===== config.mk =====
export PLATFORM = sky130hd
export DESIGN_NAME = counter_hist
export DESIGN_NICKNAME = d
export VERILOG_FILES = /design/src/rtl/counter_pkg.sv /design/src/rtl/hist_shreg.sv /design/src/rtl/counter_hist.sv
export SDC_FILE = /design/constraint.sdc
export NUM_CORES = 1
export LEC_CHECK = 0
export BUFFER_PORTS_ARGS = -buffer_cell sky130_fd_sc_hd__buf_4
export CORE_UTILIZATION = 40
export DETAILED_ROUTE_END_ITERATION = 16
export GPL_ROUTABILITY_DRIVEN = 0
export PLACE_DENSITY = 0.57
export SLEW_MARGIN = 20
export SYNTH_ARGS = -nofsm -noshare
export SYNTH_HDL_FRONTEND = slang
export SYNTH_SLANG_ARGS = --single-unit

===== constraint.sdc =====
create_clock -name clk -period 4.5 [get_ports clk]
set_input_delay 1.35 -clock clk [delete_from_list [all_inputs] [get_ports clk]]
set_output_delay 1.35 -clock clk [all_outputs]
set_load 0.01 [all_outputs]

===== src/rtl/counter_pkg.sv =====
`default_nettype none
// ============================================================================
// Module   : counter_pkg
// Purpose  : Shared constants and helpers for the counter_hist event counter.
// Revision : 1.0  initial release
// ============================================================================
package counter_pkg;

   // Bound behaviour selectors for the SATURATE parameter
   localparam int CNT_WRAP = 0;
   localparam int CNT_SAT  = 1;

   // Width of the history-stage select; at least one bit, even for DEPTH=1
   function automatic int sel_width(input int depth);
      return (depth > 1) ? $clog2(depth) : 1;
   endfunction

endpackage
`default_nettype wire


===== src/rtl/hist_shreg.sv =====
`default_nettype none
// ============================================================================
// Module   : hist_shreg
// Purpose  : Shift-enabled snapshot history with a saturating fill counter.
//            Stage 0 holds the newest snapshot; the oldest drops off the end.
// Revision : 1.0  initial release
// ============================================================================
module hist_shreg
   import counter_pkg::*;
#(
   parameter int WIDTH = 7,
   parameter int DEPTH = 4
) (
   input  logic                               clk,
   input  logic                               reset,
   input  logic                               shift,
   input  logic [WIDTH-1:0]                   din,
   output logic [DEPTH-1:0][WIDTH-1:0]        hist,
   output logic [$clog2(DEPTH+1)-1:0]         fill
);

   localparam int FILLW = $clog2(DEPTH+1);

   // Newest stage captures the incoming snapshot on every shift
   always_ff @(posedge clk or posedge reset) begin
      if (reset) begin
         hist[0] <= '0;
      end else if (shift) begin
         hist[0] <= din;
      end
   end

   // Older stages take the value of their younger neighbour
   generate
      for (genvar i = 1; i < DEPTH; i++) begin : g_stage
         always_ff @(posedge clk or posedge reset) begin
            if (reset) begin
               hist[i] <= '0;
            end else if (shift) begin
               hist[i] <= hist[i-1];
            end
         end
      end
   endgenerate

   // Count valid stages, saturating once the whole history is populated
   always_ff @(posedge clk or posedge reset) begin
      if (reset) begin
         fill <= '0;
      end else if (shift && (fill != FILLW'(DEPTH))) begin
         fill <= fill + FILLW'(1);
      end
   end

endmodule
`default_nettype wire


===== src/rtl/counter_hist.sv =====
`default_nettype none
// ============================================================================
// Module   : counter_hist
// Purpose  : Up/down event counter with wrap or saturate bounds, an idle-cycle
//            snapshot history and rollback from a selectable history stage.
//            Output `counter` is the registered count gated by `hout`.
// Revision : 1.0  initial release
// ============================================================================
module counter_hist
   import counter_pkg::*;
#(
   parameter int WIDTH    = 7,
   parameter int DEPTH    = 4,
   parameter int SATURATE = CNT_WRAP
) (
   input  logic                           clk,
   input  logic                           reset,
   input  logic                           cp,
   input  logic                           cd,
   input  logic                           pl,
   input  logic [sel_width(DEPTH)-1:0]    pl_sel,
   input  logic                           hout,
   output logic [WIDTH-1:0]               counter,
   output logic [WIDTH-1:0]               count_raw,
   output logic [$clog2(DEPTH+1)-1:0]     hist_fill,
   output logic                           ovf,
   output logic                           pl_err
);

   localparam logic [WIDTH-1:0] CNT_MAX = '1;

   logic [DEPTH-1:0][WIDTH-1:0] hist;
   logic                        shift;
   logic [WIDTH-1:0]            count_nxt;
   logic [WIDTH-1:0]            sel_val;
   logic [WIDTH-1:0]            old_val;
   logic                        ovf_nxt;
   logic                        pl_err_nxt;

   // A cycle is idle only when no request at all is present; cp&cd counts as active
   assign shift = !pl && !cp && !cd;

   hist_shreg #(
      .WIDTH (WIDTH),
      .DEPTH (DEPTH)
   ) u_hist (
      .clk   (clk),
      .reset (reset),
      .shift (shift),
      .din   (count_raw),
      .hist  (hist),
      .fill  (hist_fill)
   );

   // Next count: rollback beats counting; bounds either wrap or hold
   always_comb begin
      count_nxt  = count_raw;
      ovf_nxt    = (SATURATE == CNT_SAT) ? ovf : 1'b0;
      pl_err_nxt = 1'b0;
      sel_val    = '0;
      old_val    = '0;
      for (int i = 0; i < DEPTH; i++) begin
         if (i == int'(pl_sel))
            sel_val = hist[i];
         if (i == int'(hist_fill) - 1)
            old_val = hist[i];
      end

      if (pl) begin
         ovf_nxt = 1'b0;
         if (int'(pl_sel) < int'(hist_fill)) begin
            count_nxt = sel_val;
         end else begin
            // Out-of-range request falls back to the oldest valid stage, or 0 when empty
            pl_err_nxt = 1'b1;
            count_nxt  = (hist_fill != '0) ? old_val : '0;
         end
      end else if (cp && !cd) begin
         if (count_raw == CNT_MAX) begin
            ovf_nxt = 1'b1;
            if (SATURATE != CNT_SAT)
               count_nxt = '0;
         end else begin
            count_nxt = count_raw + WIDTH'(1);
         end
      end else if (cd && !cp) begin
         if (count_raw == '0) begin
            ovf_nxt = 1'b1;
            if (SATURATE != CNT_SAT)
               count_nxt = CNT_MAX;
         end else begin
            count_nxt = count_raw - WIDTH'(1);
         end
      end
   end

   // Count, overflow and rollback-error registers
   always_ff @(posedge clk or posedge reset) begin
      if (reset) begin
         count_raw <= '0;
         ovf       <= 1'b0;
         pl_err    <= 1'b0;
      end else begin
         count_raw <= count_nxt;
         ovf       <= ovf_nxt;
         pl_err    <= pl_err_nxt;
      end
   end

   assign counter = hout ? count_raw : '0;

endmodule
`default_nettype wire


==> summary.md <==
| Metric | Value |
|---|---|
| Status | `finished, final reports clean` |
| Grt ovf | `0` |
| Tot Pwr | `1.77 mW` |
| Initial DRC Count | `144` |
| Commonest non-fill, non-tap cell in the layout | `dfrtp_1` |
| Worst setup SP type | `input pin` |
| Die height | `80.4 um` |
| CTS sink count | `40` |
| Final period util | `69.2%` |
| Die area | `between 0.006 and 0.007 mm2` |
| Std-Cell Rows | `28` |
| Required time of the critical path | `between 3000 and 4000 ps` |
| Worst slew pin tran | `roughly 770 ps` |
| Crit Path Max Fanout | `7` |
| Max-slew headroom | `48.8%` |
| Crit path DAT | `1760 ps` |
| Setup Buffers After CTS | `0` |
| Power per standard cell area | `634 mW/mm2` |
| Count of final setup violators | `0` |
| Util after Layout | `47.1%` |
| Post-Syn Area per Cell | `between 10 and 15 um2` |
| Dpl ws | `1380 ps` |
| Inserted Clock Buffers | `5` |
| TritonCTS clock tree | `yes` |
| IO Port Bufs | `26` |
| Mapped Nets | `238` |
| Post-Place Cells | `311` |
| Final non-filler cell total | `319` |
| Slew Viols, Final | `0` |
| Via density | `5.71` |
| Ys flop type | `dfrtp_1` |
| Maximum vdd ir drop | `0.000346 V` |
| Fin crit period | `3110 ps` |
| Max_cap viols | `0` |
| Commonest non-fill, non-tap cells in the layout | `dfrtp_1 (40), buf_4 (28), mux2_2 (25)` |
| Hold slack | `487 ps` |
| Setup TNS | `0 ps` |
| Initial antenna violation count | `0` |
| Yosys cell types | `58` |
| # fillers | `582` |
| First-pass GRT wire length | `9.27 mm` |
| Fraction of registers with async set/reset | `100%` |
| Initial Utilization | `between 40% and 50%` |
| RSZ-0062 raised after global routing | `false` |
| Netlist area before placement | `0.00246 mm2` |
| Number of global-route vias before repair | `1,762` |
| Post-Synthesis Cells | `221` |
| Detail-routed net length per standard cell | `17.0 um` |
| Largest net degree at the start of global routing | `41` |
| HP Class | `register to register` |
| Dpl cell area | `0.00270 mm2` |
| Global Route Usage Sum | `19.4%` |
| Antenna Violating Nets Remaining | `0` |
| Leakage power total | `1.17 nW` |
| Total number of vias | `about 1,800` |
| Area delta synth->final | `13.3%` |
| Clock buffer depth | `2` |
| Hold-fix buffers, CTS | `0` |
| H-tree depth | `2` |
| Post-route setup slack | `1390 ps` |
| Worst setup EP type | `output pin` |
| FF+latch count, synth | `40` |
| Ant. Diodes | `0` |
| Layout cells sized above 1 | `29.9%` |
| First-pass DRT Iterations | `4` |
| Core area | `0.00592 mm2` |
| Syn. warnings | `0` |
| IO Count | `27` |
| Skew final | `10.3 ps` |
| Clk slew on worst S/H paths | `70 ps` |
| Final WL | `5.44 mm` |
| PostCTS Resize Cnt | `0` |
| Nets | `260` |
| Final instance area | `0.00279 mm2` |
| Peak Freq | `321 MHz` |
| Post-synthesis sequential area ratio | `40.7%` |
| Clock Latency Late Sink | `290 ps` |
| Post-DP HPWL | `between 3 and 4 mm` |
| Worst setup path class | `input pin to output pin` |
| Post-synth EDFFs | `0` |
| Chip Width | `80.4 um` |
| Final hold vios | `0` |
| Remaining DRCs | `0` |
| Root Buffer Master | `clkbuf_8` |
[flip-flops by register name (all words and copies together), names as in the netlist]
register and count:
u_hist.hist 28, count_raw 7, u_hist.fill 3, ovf 1, pl_err 1
[cell type report]
cell class / instances / area [um2] / area share (%)
multi-input combinational: 157 / 1350 / 48.5
tap: 75 / 93.8 / 3.37
sequential: 40 / 1000 / 35.9
inverter: 11 / 41.3 / 1.48
timing repair buffer: 28 / 210 / 7.54
clock buffer: 8 / 90.1 / 3.23
[critical path: stages]
cell and delay [ps]:
buf_4 120, and2_1 150, buf_4 140
[power by group]
| group | switching, mW | internal [mW] |
|---|---|---|
| clock network | 0.121 | 0.125 |
| logic | 0.375 | 0.414 |
| registers | 0.204 | 0.526 |
| total | 0.700 | 1.07 |
[logic make-up (layout without fill, tap and decap cells)]
group                      count (synthesis)  count (layout)  share of synthesized area [%]
AOI/OAI and AO/OA                         53              53                           16.2
xor gates and xnor gates                   3               3                           1.07
adders and majority gates                  9               9                           4.58
buffers and inverters                     24              47                           4.68
DFF                                       40              40                           40.7
muxes                                     36              36                           19.6
and+or+nand+nor                           56              56                           13.1
[final timing paths]
check / start / end / slack [ps] / cells after the start
max in group asynchronous: reset / u_hist.hist[0] / 2970 / 3
max: hout / counter[2] / 1390 / 3
max reg2reg: u_hist.fill[0] / count_raw[3] / 2460 / 6
min reg2reg: u_hist.hist[26] / u_hist.hist[26] / 490 / 1
min in group asynchronous: reset / u_hist.hist[24] / 1170 / 3
min: u_hist.hist[26] / u_hist.hist[26] / 490 / 1
[cells in the mapped netlist, types with 3 or more instances]
library cell	number	area [um2]
dfrtp_1	40	1000
mux2_2	25	282
nand2_1	13	48.8
inv_1	11	41.3
a21oi_1	9	45.0
ha_1	9	113
nor2_1	8	30.0
and2_1	7	43.8
mux4_2	7	158
buf_2	5	25.0
clkbuf_1	5	18.8
nand3b_1	5	37.5
o21ai_0	5	25.0
nand3_1	4	20.0
o211ai_1	4	30.0
a22oi_1	3	22.5
a31oi_1	3	18.8
mux2_1	3	33.8
nor2b_1	3	18.8
nor3_1	3	15.0
xnor2_1	3	26.3
[routing by layer]
layer	routed length, um	GRT usage (%)
met5	0	0
met4	58	6.25
met3	347	3.30
met2	2390	29.3
met1	2640	28.0
No activity file was read; power rests on OpenSTA's default activity.
